$ cat src/rtl/vga_sched_pkg.sv
// Shared types and constants for the VGA frame-synchronous write scheduler.
//   - sched_state_t : scheduler FSM states
//   - entry_t       : one queued display-register write {addr, data}
//   - control register bit indices and status field offsets
package vga_sched_pkg;

   localparam int SCHED_ADDR_W = 9;
   localparam int SCHED_DATA_W = 32;

   localparam logic [SCHED_ADDR_W-1:0] CTRL_ADDR_DEFAULT = 9'h1FF;

   // control register write bits
   localparam int CLR_OVF = 0;
   localparam int IMM     = 1;

   // status readback layout
   localparam int STAT_VBLANK  = 0;
   localparam int STAT_IMM     = 1;
   localparam int STAT_OVF     = 2;
   localparam int STAT_LEVEL   = 3;
   localparam int STAT_LEVEL_W = 5;

   typedef enum logic [1:0] {
      IDLE  = 2'd0,
      DRAIN = 2'd1,
      DONE  = 2'd2
   } sched_state_t;

   typedef struct packed {
      logic [SCHED_ADDR_W-1:0] addr;
      logic [SCHED_DATA_W-1:0] data;
   } entry_t;

endpackage

$ cat src/rtl/sync_fifo.sv
// Single-clock FIFO with registered pointers and a combinational head.
// Ports:
//   clk, reset_n : clock, async active-low reset (discards contents)
//   push, wdata  : write request and data; accepted when not full, or when
//                  full with a simultaneous pop
//   pop, rdata   : read request; rdata shows the current head entry
//   full, empty  : occupancy flags
//   level        : occupancy, 0..DEPTH
module sync_fifo #(
   parameter int WIDTH = 8,
   parameter int DEPTH = 16
) (
   input  logic                     clk,
   input  logic                     reset_n,
   input  logic                     push,
   input  logic [WIDTH-1:0]         wdata,
   input  logic                     pop,
   output logic [WIDTH-1:0]         rdata,
   output logic                     full,
   output logic                     empty,
   output logic [$clog2(DEPTH):0]   level
);

   localparam int PTR_W = $clog2(DEPTH);
   localparam int LVL_W = PTR_W + 1;

   logic [WIDTH-1:0] mem [DEPTH];
   logic [PTR_W-1:0] wr_ptr;
   logic [PTR_W-1:0] rd_ptr;
   logic [LVL_W-1:0] count;
   logic             do_push;
   logic             do_pop;

   assign empty   = (count == '0);
   assign full    = (count == LVL_W'(DEPTH));
   assign do_pop  = pop & ~empty;
   // a pop in the same cycle frees the slot the push writes into
   assign do_push = push & (~full | do_pop);
   assign rdata   = mem[rd_ptr];
   assign level   = count;

   always_ff @(posedge clk or negedge reset_n) begin
      if (!reset_n) begin
         wr_ptr <= '0;
         rd_ptr <= '0;
         count  <= '0;
      end else begin
         if (do_push) wr_ptr <= wr_ptr + PTR_W'(1);
         if (do_pop)  rd_ptr <= rd_ptr + PTR_W'(1);
         case ({do_push, do_pop})
            2'b10:   count <= count + LVL_W'(1);
            2'b01:   count <= count - LVL_W'(1);
            default: count <= count;
         endcase
      end
   end

   always_ff @(posedge clk) begin
      if (do_push) mem[wr_ptr] <= wdata;
   end

endmodule

$ cat src/rtl/vga_frame_sync_sched.sv
// Frame-synchronous write scheduler between the HPS lightweight bus and the
// sprite/score display registers. Writes are queued and committed only during
// vertical blanking; an immediate mode forwards writes straight through.
// Ports:
//   clk, reset_n           : clock, async active-low reset
//   chipselect/write/read  : bus strobes
//   address, writedata     : bus word address and write data
//   readdata               : status, valid the cycle after a read strobe
//   vcount                 : current VGA line
//   reg_we/addr/wdata      : one-cycle display-register write
//   frame_tick             : pulse one cycle after blanking starts
//   overflow               : sticky, a queued write was dropped (FIFO full)
//
// state | meaning
// ------+---------------------------------------------------------------
// IDLE  | waiting for the start of vertical blanking
// DRAIN | committing the batch captured at blanking start, one per cycle
// DONE  | batch committed, waiting for blanking to end
module vga_frame_sync_sched
   import vga_sched_pkg::*;
#(
   parameter int                ADDR_W    = SCHED_ADDR_W,
   parameter int                DATA_W    = SCHED_DATA_W,
   parameter int                DEPTH     = 16,
   parameter int                VACTIVE   = 480,
   parameter logic [ADDR_W-1:0] CTRL_ADDR = CTRL_ADDR_DEFAULT
) (
   input  logic              clk,
   input  logic              reset_n,
   input  logic              chipselect,
   input  logic              write,
   input  logic              read,
   input  logic [ADDR_W-1:0] address,
   input  logic [DATA_W-1:0] writedata,
   output logic [DATA_W-1:0] readdata,
   input  logic [9:0]        vcount,
   output logic              reg_we,
   output logic [ADDR_W-1:0] reg_addr,
   output logic [DATA_W-1:0] reg_wdata,
   output logic              frame_tick,
   output logic              overflow
);

   localparam int LVL_W = $clog2(DEPTH) + 1;

   sched_state_t      state_q;
   sched_state_t      state_d;
   logic [LVL_W-1:0]  batch_q;
   logic              batch_load;
   logic              batch_dec;

   logic              in_vblank;
   logic              vb_q;
   logic              vblank_rise;
   logic              imm_mode;

   logic              ctrl_hit;
   logic              bus_wr;
   logic              ctrl_wr;
   logic              bypass_wr;
   logic              q_wr;
   logic              drop;

   logic              pop;
   logic              fifo_full;
   logic              fifo_empty;
   logic [LVL_W-1:0]  level;
   entry_t            wr_entry;
   entry_t            rd_entry;
   logic [DATA_W-1:0] status;

   assign in_vblank   = (vcount >= 10'(VACTIVE));
   assign vblank_rise = in_vblank & ~vb_q;

   assign ctrl_hit  = (address == CTRL_ADDR);
   assign bus_wr    = chipselect & write;
   assign ctrl_wr   = bus_wr & ctrl_hit;
   assign bypass_wr = bus_wr & ~ctrl_hit & imm_mode;
   assign q_wr      = bus_wr & ~ctrl_hit & ~imm_mode;
   assign drop      = q_wr & fifo_full & ~pop;

   assign wr_entry.addr = address;
   assign wr_entry.data = writedata;

   sync_fifo #(
      .WIDTH (ADDR_W + DATA_W),
      .DEPTH (DEPTH)
   ) u_fifo (
      .clk     (clk),
      .reset_n (reset_n),
      .push    (q_wr),
      .wdata   (wr_entry),
      .pop     (pop),
      .rdata   (rd_entry),
      .full    (fifo_full),
      .empty   (fifo_empty),
      .level   (level)
   );

   always_ff @(posedge clk or negedge reset_n) begin
      if (!reset_n) state_q <= IDLE;
      else          state_q <= state_d;
   end

   // a bypass write owns the output register, so the drain pop waits a cycle
   always_comb begin
      state_d    = state_q;
      pop        = 1'b0;
      batch_load = 1'b0;
      batch_dec  = 1'b0;
      unique case (state_q)
         IDLE: begin
            if (vblank_rise) begin
               batch_load = 1'b1;
               state_d    = (level != '0) ? DRAIN : DONE;
            end
         end
         DRAIN: begin
            if (!in_vblank) begin
               state_d = IDLE;
            end else if (!bypass_wr && !fifo_empty) begin
               pop       = 1'b1;
               batch_dec = 1'b1;
               if (batch_q == LVL_W'(1)) state_d = DONE;
            end
         end
         DONE: begin
            if (!in_vblank) state_d = IDLE;
         end
         default: state_d = IDLE;
      endcase
   end

   // batch is a down-counter: only entries present at blanking start commit
   always_ff @(posedge clk or negedge reset_n) begin
      if (!reset_n)        batch_q <= '0;
      else if (batch_load) batch_q <= level;
      else if (batch_dec)  batch_q <= batch_q - LVL_W'(1);
   end

   always_ff @(posedge clk or negedge reset_n) begin
      if (!reset_n) begin
         vb_q       <= 1'b0;
         frame_tick <= 1'b0;
         imm_mode   <= 1'b0;
         overflow   <= 1'b0;
      end else begin
         vb_q       <= in_vblank;
         frame_tick <= vblank_rise;
         if (ctrl_wr) imm_mode <= writedata[IMM];
         if (ctrl_wr && writedata[CLR_OVF]) overflow <= 1'b0;
         else if (drop)                     overflow <= 1'b1;
      end
   end

   always_ff @(posedge clk or negedge reset_n) begin
      if (!reset_n) begin
         reg_we    <= 1'b0;
         reg_addr  <= '0;
         reg_wdata <= '0;
      end else begin
         reg_we <= bypass_wr | pop;
         if (bypass_wr) begin
            reg_addr  <= address;
            reg_wdata <= writedata;
         end else if (pop) begin
            reg_addr  <= rd_entry.addr;
            reg_wdata <= rd_entry.data;
         end
      end
   end

   always_comb begin
      status                                    = '0;
      status[STAT_VBLANK]                       = in_vblank;
      status[STAT_IMM]                          = imm_mode;
      status[STAT_OVF]                          = overflow;
      status[STAT_LEVEL +: STAT_LEVEL_W]        = STAT_LEVEL_W'(level);
   end

   always_ff @(posedge clk or negedge reset_n) begin
      if (!reset_n)                           readdata <= '0;
      else if (chipselect && read && ctrl_hit) readdata <= status;
      else                                     readdata <= '0;
   end

endmodule

$ cat config.mk
export PLATFORM = sky130hd
export DESIGN_NAME = vga_frame_sync_sched
export DESIGN_NICKNAME = d
export VERILOG_FILES = /design/src/rtl/vga_sched_pkg.sv /design/src/rtl/sync_fifo.sv /design/src/rtl/vga_frame_sync_sched.sv
export SDC_FILE = /design/constraint.sdc
export NUM_CORES = 1
export LEC_CHECK = 0
export ABC_AREA = 0
export BUFFER_PORTS_ARGS = -buffer_cell sky130_fd_sc_hd__buf_2
export CORE_MARGIN = 2
export CORE_UTILIZATION = 25
export CTS_CLUSTER_DIAMETER = 80
export DETAILED_ROUTE_END_ITERATION = 8
export GPL_TIMING_DRIVEN = 1
export SLEW_MARGIN = 20
export SYNTH_ARGS = -nofsm -noshare
export SYNTH_HDL_FRONTEND = slang
export SYNTH_SLANG_ARGS = --single-unit
$ cat constraint.sdc
create_clock -name clk -period 5.6 [get_ports clk]
set_clock_uncertainty 0.05 [all_clocks]
set_input_delay 1.4 -clock clk [delete_from_list [all_inputs] [get_ports clk]]
set_output_delay 1.4 -clock clk [all_outputs]
set_load 0.03 [all_outputs]
==> results of run 1 <==
## power breakdown
part | internal [W] | total (W) | switching (W)
registers | 0.00640 | 0.00684 | 0.000448
clock network | 0.00288 | 0.00492 | 0.00204
logic | 0.00188 | 0.00400 | 0.00212
total | 0.0112 | 0.0158 | 0.00461
## cells by family after synthesis
family                   synth area share (%)
adder cells (fa/ha/maj)                 0.351
XOR/XNOR                                0.460
flip-flops                               75.5
multiplexers                             15.9
other                                  0.0131
buffers and inverters                    2.19
AO/OA/AOI/OAI                            2.81
AND/OR/NAND/NOR                          2.72
## registers in the layout, summed over array words and instances (netlist names)
| name | count |
|---|---|
| imm_mode | 1 |
| readdata | 8 |
| overflow | 1 |
| state_q | 2 |
| frame_tick | 1 |
| batch_q | 5 |
| reg_wdata | 32 |
| u_fifo.rd_ptr | 4 |
| reg_addr | 9 |
| u_fifo.wr_ptr | 4 |
| vb_q | 1 |
| u_fifo.mem | 656 |
| u_fifo.level | 5 |
| reg_we | 1 |
## how the worst max path moves through the flow
| stage | cells past startpoint | from | slack [ns] | endpoint |
|---|---|---|---|---|
| after global routing | 8 | vcount[5] | 1.43 | u_fifo.mem[12][29] |
| after CTS | 8 | vcount[5] | 1.60 | u_fifo.mem[12][29] |
| after global placement | 8 | vcount[5] | 1.10 | u_fifo.mem[12][24] |
| after floorplan | 6 | vcount[5] | 0.72 | u_fifo.mem[7][0] |
| final | 8 | vcount[5] | 1.67 | u_fifo.mem[12][29] |
| after detailed placement | 8 | vcount[5] | 0.96 | u_fifo.mem[12][24] |
## metrics by stage
step           power (W)  worst slack, ns  instance area, µm²  util, %  hold WS, ns
6_report          0.0158             1.67               33500     29.7        0.412
5_1_grt           0.0165             1.43               33500     29.7        0.428
4_1_cts           0.0160             1.60               33400     29.6        0.418
3_5_place_dp      0.0110            0.961               31000     27.5        0.403
3_3_place_gp      0.0110             1.10               31000     27.5        0.410
2_1_floorplan    0.00988            0.719               28600        -        0.401
## final cells by class
type | count | area [µm²] | area share [%]
multi-input cells | 532 | 6610 | 19.7
inverters | 8 | 30.0 | 0.0897
well taps | 1500 | 1880 | 5.61
repair buffers | 152 | 996 | 2.97
clock buffers | 86 | 1920 | 5.72
diodes | 1 | 2.50 | 0.00747
flip-flops and latches | 730 | 21600 | 64.4
clock inverters | 46 | 493 | 1.47
## layout by cell type, fill, tap and decap left out, types with 11 or more instances in the layout
cell type / netlist / layout
conb_1: 1 / 24
buf_2: 27 / 101
mux2i_1: 30 / 30
mux4_2: 184 / 184
a22oi_2: 31 / 31
nor2_4: 0 / 13
clkinv_2: 0 / 14
buf_4: 25 / 43
a22oi_1: 11 / 11
nand2_1: 108 / 108
o21ai_1: 12 / 12
edfxtp_1: 656 / 656
clkbuf_16: 0 / 74
dfrtp_1: 74 / 70
nor2_1: 24 / 12
## worst max-delay path, delay by kind of cell
| family | cells | cell delay, ns |
|---|---|---|
| buffers and inverters | 2 | 0.43 |
| AND/OR/NAND/NOR | 3 | 1.06 |
| AO/OA/AOI/OAI | 3 | 1.25 |
## per-layer routing
layer,up-vias,GRT usage (%),share of wire [%]
li1,5763,-,-
met1,7272,14.2,40
met2,443,19.3,50
met3,111,2.76,6.8
met4,26,3.85,2.3
met5,-,0,0.23
==> impl_metrics.tcl, run 1 <==
set metrics [dict create \
    synthArstFlopShare_pct 10.1 \
    arrival_ns 4.16 \
    max_clock_freq_mhz 255 \
    tns_ns 0 \
    synth.top_cells.by_count "edfxtp_1 (656), mux4_2 (184), nand2_1 (108)" \
    outcome "completed" \
    cts-htree-levels 3 \
    routed_wl_mm 67.1 \
    yosysWarningCount 0 \
    io_buffers 102 \
    crit_chain "buf_2, a41oi_2, a2111oi_4, nand2_2, a31oi_4, nand2_1, nor2_4, buf_4" \
    dr.pass1.iters 6 \
    rrSetupSlack_ns 2.20 \
    drc 0 \
    path_class "primary input to flop" \
    dieHeight_um 342 \
    fin_crit_sh_pct 70.1 \
    dp_cells 2921 \
    insertion_delay_ns 0.62 \
    dieWidth_um 342 \
    cp_slowest_cell "a2111oi_4" \
    grt_usage_pct 11.4 \
    netlist_area_um2 28500 \
    r2r_start "u_fifo.level[1]" \
    cellLeakagePower_nw 10.9 \
    instances_no_fill 3055 \
    reg2reg_to "u_fifo.mem[12][29]" \
    grt_pass1_wl_mm 97.6 \
    required_ns 5.83 \
    grt_start_max_net_pins 92 \
    start_kind "primary input" \
    avgSynthCellArea_um2 21.3 \
    holdCritStartpoint "reg_wdata[8]" \
    hold_violations 0 \
    ctsHoldBuffers 0 \
    drv_cap 0 \
    synth_top_cell_area_share_pct 69.0 \
    detail_route.iter0.violations 1128 \
    clockBufferDepth 3 \
    cts_buffers 72 \
    critPathMaxStageDelay_ns 0.54 \
    start_util_pct 25.3 \
    synth_area_leaders "edfxtp_1 (69%), mux4_2 (15%), dfrtp_1 (6.5%), nand2_1 (1.4%), a22oi_2 (1.4%)" \
    cp-end-kind "flop" \
    worstMarginPinSlew_ns 0.942 \
    grt_antenna_before_repair 17 \
    p_per_area_nw_per_um2 471 \
    yosysUniqueCellTypes 51 \
    synth_top_cell_by_area "edfxtp_1" \
    overflow 0 \
    hold_end "reg_wdata[8]" \
    final.fill_count 10817 \
    final_nets 1560 \
    yosys_register_bits 730 \
    avgViaCountPerCell 4.46 \
    cts_tree "built" \
    r2r_cells 7 \
    syn2layout_area_growth_pct 17.3 \
    num_io_pins 132 \
    grt_pass1_vias 14247 \
    cts_resized 0 \
    drv_slew 0 \
    clk_pin_slew_worst_paths_ns 0.06 \
    vdd_drop_max_mv 0.223 \
    wire_per_inst_um 22.0 \
    antenna_left 0 \
    synthCells 1339 \
    path_max_fanout 12 \
    synth_edf_count 656 \
    gp_congestion 0.713 \
    period_needed_ns 3.93 \
    synth_seq_area_share_pct 75.5 \
    setup_viol 0 \
    whs_path_depth 2 \
    postCtsSetupBuffers 0 \
    min_path_type "flop to flop" \
    drive_gt1_share_pct 33.4 \
    core_um2 113000 \
    dp_hpwl_mm 39.3 \
    rows 123 \
    dieArea_um2 117000 \
    rsz0062_at_grt "false" \
    yosys_most_used_dff "edfxtp_1" \
    cts.sinks 730 \
    cts-root-buf "clkbuf_16" \
    yosysMostFrequentCell "edfxtp_1" \
    slew_headroom_pct 37.2 \
    vias 13615 \
]
No activity file was read; power rests on OpenSTA's default activity.
==> inputs of run 2 (changes only) <==
clock period = 3.6 ns   (was 5.6 ns; I/O delays follow)
==> run 2 against run 1 <==
Combinational power grew 57%. Sequential cell count is the same. Core utilization rose by 0.73 points. Die area unchanged. Clock power is 68% higher. Clock-buffer cell count increased by 29. Routed wire length is 0.54% lower. First-iteration DRC count is 8.0% higher. Critical path depth unchanged. Critical path type is now flop to flop. Largest cell class unchanged.
==> impl_metrics.tcl, run 2 (same netlist as run 1, synthesis figures left out) <==
set metrics [dict create \
    gp_congestion 0.754 \
    dieWidth_um 342 \
    dp_cells 2953 \
    clk_pin_slew_worst_paths_ns 0.06 \
    clockBufferDepth 3 \
    worstMarginPinSlew_ns 1.09 \
    hold_violations 0 \
    routed_wl_mm 66.8 \
    dp_hpwl_mm 40.5 \
    cts.sinks 730 \
    dieArea_um2 117000 \
    dr.pass1.iters 5 \
    vdd_drop_max_mv 0.367 \
    drv_cap 0 \
    regArea_um2 21600 \
    drv_slew 0 \
    insertion_delay_ns 0.64 \
    final_area_um2 34300 \
    p_per_area_nw_per_um2 738 \
    cellLeakagePower_nw 11.3 \
    detail_route.iter0.violations 1218 \
    start_util_pct 25.3 \
    instances_no_fill 3099 \
    multiInputGateArea_um2 6600 \
    grt.met2_usage_pct 18.5 \
    grt_usage_pct 11.3 \
    path_class "flop to flop" \
    core_um2 113000 \
    overflow 0 \
    largest_reg_flops 656 \
    num_io_pins 132 \
    period_needed_ns 3.22 \
    final_cell_mix "edfxtp_1 (656), mux4_2 (184), nand2_1 (105), buf_2 (101), clkbuf_16 (79)" \
    met3_usage_pct 2.92 \
    final_common_cell "edfxtp_1" \
    grt_pass1_vias 14387 \
    required_ns 3.88 \
    fin_crit_sh_pct 89.4 \
    largest_register "u_fifo.mem" \
    outcome "completed" \
    hold_slack_ns 0.239 \
    arrival_ns 3.50 \
    rsz0062_at_grt "false" \
    min_path_type "primary input to asynchronous set/reset pin" \
    slew_headroom_pct 27.2 \
    drive_gt1_share_pct 34.8 \
    setup_viol 0 \
    top_usage_layer "met2" \
    antenna_left 0 \
    path_max_fanout 8 \
    rows 123 \
    place_worst_setup_slack_ns -0.00721 \
    final_nets 1597 \
    largestRegisters "u_fifo.mem: 656 flops, reg_wdata: 32 flops, reg_addr: 9 flops" \
    use_met1_pct 14.9 \
    tns_ns 0 \
    vias 13680 \
    cts_buffers 78 \
    grt_start_max_net_pins 50 \
    worst_slack_ns 0.381 \
    place_area_um2 31600 \
    grt_pass1_wl_mm 97.1 \
    avgViaCountPerCell 4.41 \
    drc 0 \
    start_kind "flop" \
    io_buffers 102 \
    cts_tree "built" \
    postCtsSetupBuffers 0 \
    final.fill_count 10764 \
    ctsHoldBuffers 0 \
    max_clock_freq_mhz 311 \
    cts-htree-levels 3 \
    grt_antenna_before_repair 9 \
    cp-end-kind "flop" \
    cts-root-buf "clkbuf_16" \
    wire_per_inst_um 21.5 \
    syn2layout_area_growth_pct 20.2 \
    cts_resized 0 \
    dieHeight_um 342 \
]
[run 2: final timing paths]
kind	startpoint	to	slack, ns	cells past startpoint
setup / recovery	u_fifo.level[1]	u_fifo.mem[10][9]	0.38	8
hold / removal	reset_n	reg_wdata[11]	0.24	1
setup reg to reg	u_fifo.level[1]	u_fifo.mem[10][9]	0.38	8
hold reg to reg	reg_wdata[9]	reg_wdata[9]	0.41	2
max in group asynchronous	reset_n	u_fifo.wr_ptr[3]	2.53	2
min in group clk	reg_wdata[9]	reg_wdata[9]	0.41	2
[run 2: worst max-delay path: stages (launching register included)]
cell and delay (ns):
dfrtp_1 0.55, nor4_4 0.14, a2111oi_4 0.60, nand2_2 0.28
a31oi_4 0.39, nand2_1 0.18, buf_4 0.20, nor2_4 0.27
buf_4 0.25
[run 2: area by class of cell]
type	instances	area share, %
Antenna cell	1	0.00730
Tap cell	1500	5.47
Inverter	8	0.0875
Clock inverter	30	1.26
Clock buffer	115	6.62
Timing Repair Buffer	183	4.44
Sequential cell	730	62.9
Multi-Input combinational cell	532	19.2
[run 2: power by group]
part | switching (W) | internal (W)
Clock | 0.00332 | 0.00493
Combinational | 0.00325 | 0.00304
Sequential | 0.000822 | 0.00995
[run 2: per-layer routing]
metal,up-vias,share of wire (%)
li1,5857,-
met1,7273,43
met2,428,48
met3,110,6.7
met4,12,2.2
met5,-,0.12
[run 2: stage by stage]
step                      total power, W  utilization (%)
after floorplan                   0.0154                -
after global placement            0.0173             28.0
after detailed placement          0.0174             28.0
after CTS                         0.0257             30.4
after global routing              0.0264             30.4
final                             0.0253             30.4
==> inputs of run 3 (changes only) <==
CORE_MARGIN = 1   (was 2)
SYNTH_HIERARCHICAL = 1   (was not set)
==> run 3 against run 2 <==
First-iteration DRC count fell by 5.7%. Clock power fell by 3.2%. Register-to-register slack lost 0.13 ns. Total power is 0.23% lower.
==> impl_metrics.tcl, run 3 <==
set metrics [dict create \
    setup_viol 0 \
    synth-compound-area-share_pct 3.67 \
    core_um2 113000 \
    io_buffers 102 \
    synthAdderAreaFrac_pct 0.511 \
    n_antenna_cell 0 \
    worstMarginPinSlew_ns 0.963 \
    rows 123 \
    vias 14227 \
    synthXorXnorAreaFrac_pct 0.277 \
    regArea_um2 21600 \
    rrSetupSlack_ns 0.25 \
    p_per_area_nw_per_um2 738 \
    synth_top_family_by_area "multiplexers" \
    cts-htree-levels 3 \
    syn2layout_area_growth_pct 20.4 \
    pwr-share-clk_pct 31.6 \
    synth_top_cell_area_share_pct 69.3 \
    yosys_most_used_dff "edfxtp_1" \
    synth_mux_area_share_pct 14.6 \
    largest_reg_flops 656 \
    largestRegisters "u_fifo/mem: 656 flops, reg_wdata: 32 flops, reg_addr: 9 flops" \
    final_util_pct 30.4 \
    clockBufferDepth 3 \
    yosysUniqueCellTypes 53 \
    wire_per_inst_um 21.4 \
    slew_headroom_pct 35.8 \
    avgSynthCellArea_um2 20.3 \
    final_area_um2 34200 \
    ctsHoldBuffers 0 \
    insertion_delay_ns 0.64 \
    synth_seq_area_share_pct 75.8 \
    pwr-share-seq_pct 41.7 \
    period_needed_ns 3.35 \
    dieHeight_um 339 \
    grt_pass1_wl_mm 99.1 \
    final_common_cell "edfxtp_1" \
    dieArea_um2 115000 \
    synth_area_leaders "edfxtp_1 (69%), mux4_2 (13%), dfrtp_1 (6.5%), a22oi_1 (2.2%), mux2i_1 (1.5%)" \
    final_nets 1648 \
    overflow 0 \
    detail_route.iter0.violations 1148 \
    routed_wl_mm 67.4 \
    dp_cells 3002 \
    postCtsSetupBuffers 0 \
    fin_crit_sh_pct 93.0 \
    synth.top_cells.by_count "edfxtp_1 (656), mux4_2 (164), nand2_1 (99)" \
    yosys_register_bits 730 \
    instances_no_fill 3145 \
    required_ns 4.10 \
    dr.pass1.iters 5 \
    start_util_pct 25.2 \
    total_power_w 0.0253 \
    netlist_area_um2 28400 \
    final_cell_mix "edfxtp_1 (656), mux4_2 (164), buf_2 (101), nand2_1 (98), a22oi_1 (82)" \
    dp_hpwl_mm 39.0 \
    vdd_drop_max_mv 0.465 \
    drv_slew 0 \
    avgViaCountPerCell 4.52 \
    multiInputGateArea_um2 6550 \
    combPwrFrac_pct 26.7 \
    dieWidth_um 339 \
    crit_chain "nor4_4, nand2b_1, inv_1, or4b_4, nor2_4, o21ai_1, or2_2, fa_1, nand2b_1, a211o_1, o31a_1, o211ai_1" \
    num_io_pins 132 \
    critPathMaxStageDelay_ns 0.58 \
    reg2reg_to "u_fifo/level[4]" \
    rsz0062_at_grt "false" \
    cp_common_cell "nand2b_1" \
    largest_register "u_fifo/mem" \
    antenna_left 0 \
    cts-root-buf "clkbuf_16" \
    synth_top_cell_by_area "edfxtp_1" \
    outcome "completed" \
    cts.sinks 730 \
    gp_congestion 0.735 \
    final.fill_count 10894 \
    cts_buffers 77 \
    min_path_type "primary input to asynchronous set/reset pin" \
    path_max_fanout 8 \
    max_clock_freq_mhz 299 \
    clk_pin_slew_worst_paths_ns 0.06 \
    r2r_start "u_fifo/level[3]" \
    start_kind "flop" \
    yosysMostFrequentCell "edfxtp_1" \
    drive_gt1_share_pct 29.4 \
    cp-end-kind "flop" \
    synthArstFlopShare_pct 10.1 \
    p_switching_w 0.00766 \
    synthCells 1402 \
    critPathLaunch "u_fifo/level[3]" \
    synth-simple-area-share_pct 2.92 \
    arrival_ns 3.85 \
    cp-endpoint "u_fifo/level[4]" \
    path_class "flop to flop" \
    grt_pass1_vias 14730 \
    switching_share_pct 30.3 \
    yosysWarningCount 6 \
    cts_tree "built" \
    grt_antenna_before_repair 7 \
    hold_violations 0 \
    grt_start_max_net_pins 83 \
    synth_edf_count 656 \
    drv_cap 0 \
    internal_power_w 0.0176 \
    cellLeakagePower_nw 11.4 \
    r2r_cells 12 \
    grt_usage_pct 11.6 \
    place_area_um2 31700 \
    cp_slowest_cell "or4b_4" \
    drc 0 \
]
[run 3: changes by cell type in the layout (fill, tap and decap cells not counted), sizes merged, moves of 10 or more]
cell,before,now
a22oi,42,82
o21ai,16,45
mux4,184,164
clkbuf,115,100
mux2i,30,43
clkinv,18,30
nand2,109,99
[run 3: critical path, delay by kind of cell, from the launching register on]
family                   cells  cell delay, ns
buffers and inverters        1            0.12
adder cells (fa/ha/maj)      1            0.40
AO/OA/AOI/OAI                4            0.63
AND/OR/NAND/NOR              6            1.51
flip-flops                   1            0.55
[run 3: worst min path at each step]
stage                       start          end  slack (ns)  cells past startpoint
after floorplan              vb_q   frame_tick        0.42                      1
after global placement       vb_q   frame_tick        0.43                      1
after detailed placement     vb_q   frame_tick        0.45                      1
after CTS                 reset_n  reg_addr[0]        0.27                      1
after global routing      reset_n  reg_addr[1]        0.31                      1
final                     reset_n  reg_addr[1]        0.29                      1
[run 3: repair_timing]
item                                    CTS  global route
endpoints found under the setup margin    0             1
resized for setup                         0             1
endpoints found under the hold margin     0             0
[run 3: cell families (layout without fill, tap and decap cells)]
family | count (synthesis) | after routing
XOR/XNOR | 9 | 9
AND/OR/NAND/NOR | 180 | 180
flip-flops | 730 | 730
buffers and inverters | 110 | 330
other | 1 | 24
AO/OA/AOI/OAI | 151 | 151
adder cells (fa/ha/maj) | 11 | 11
multiplexers | 210 | 210
[run 3: area by class of cell]
type                    count  share of cell area, %
flip-flops and latches    730                   63.0
repair buffers            177                   4.79
well taps                1500                   5.48
inverters                  10                  0.110
clock inverters            43                   1.52
multi-input cells         585                   19.1
clock buffers             100                   6.00
[run 3: per-stage QoR]
step	setup slack [ns]	hold WS, ns	setup TNS [ns]
detailed placement	0.0458	0.447	0
global route	0.0323	0.306	0
CTS	0.238	0.274	0
floorplan	-0.389	0.416	-52.49
global placement	0.0723	0.434	0
finish	0.254	0.288	0
[run 3: power by group through the flow]
| stage | logic (W) | registers [W] | clock network, W |
|---|---|---|---|
| after floorplan | 0.00447 | 0.0109 | 0 |
| after global placement | 0.00674 | 0.0107 | 0 |
| after detailed placement | 0.00686 | 0.0107 | 0 |
| after CTS | 0.00689 | 0.0105 | 0.00815 |
| after global routing | 0.00728 | 0.0106 | 0.00846 |
| final | 0.00674 | 0.0105 | 0.00799 |
[run 3: per-layer routing]
| layer | vias up | global-route usage [%] | routed length (µm) |
|---|---|---|---|
| met5 | - | 0 | 32 |
| li1 | 6060 | - | - |
| met2 | 470 | 19.1 | 32700 |
| met3 | 84 | 2.11 | 3820 |
| met1 | 7609 | 16.0 | 29700 |
| met4 | 4 | 2.63 | 1070 |
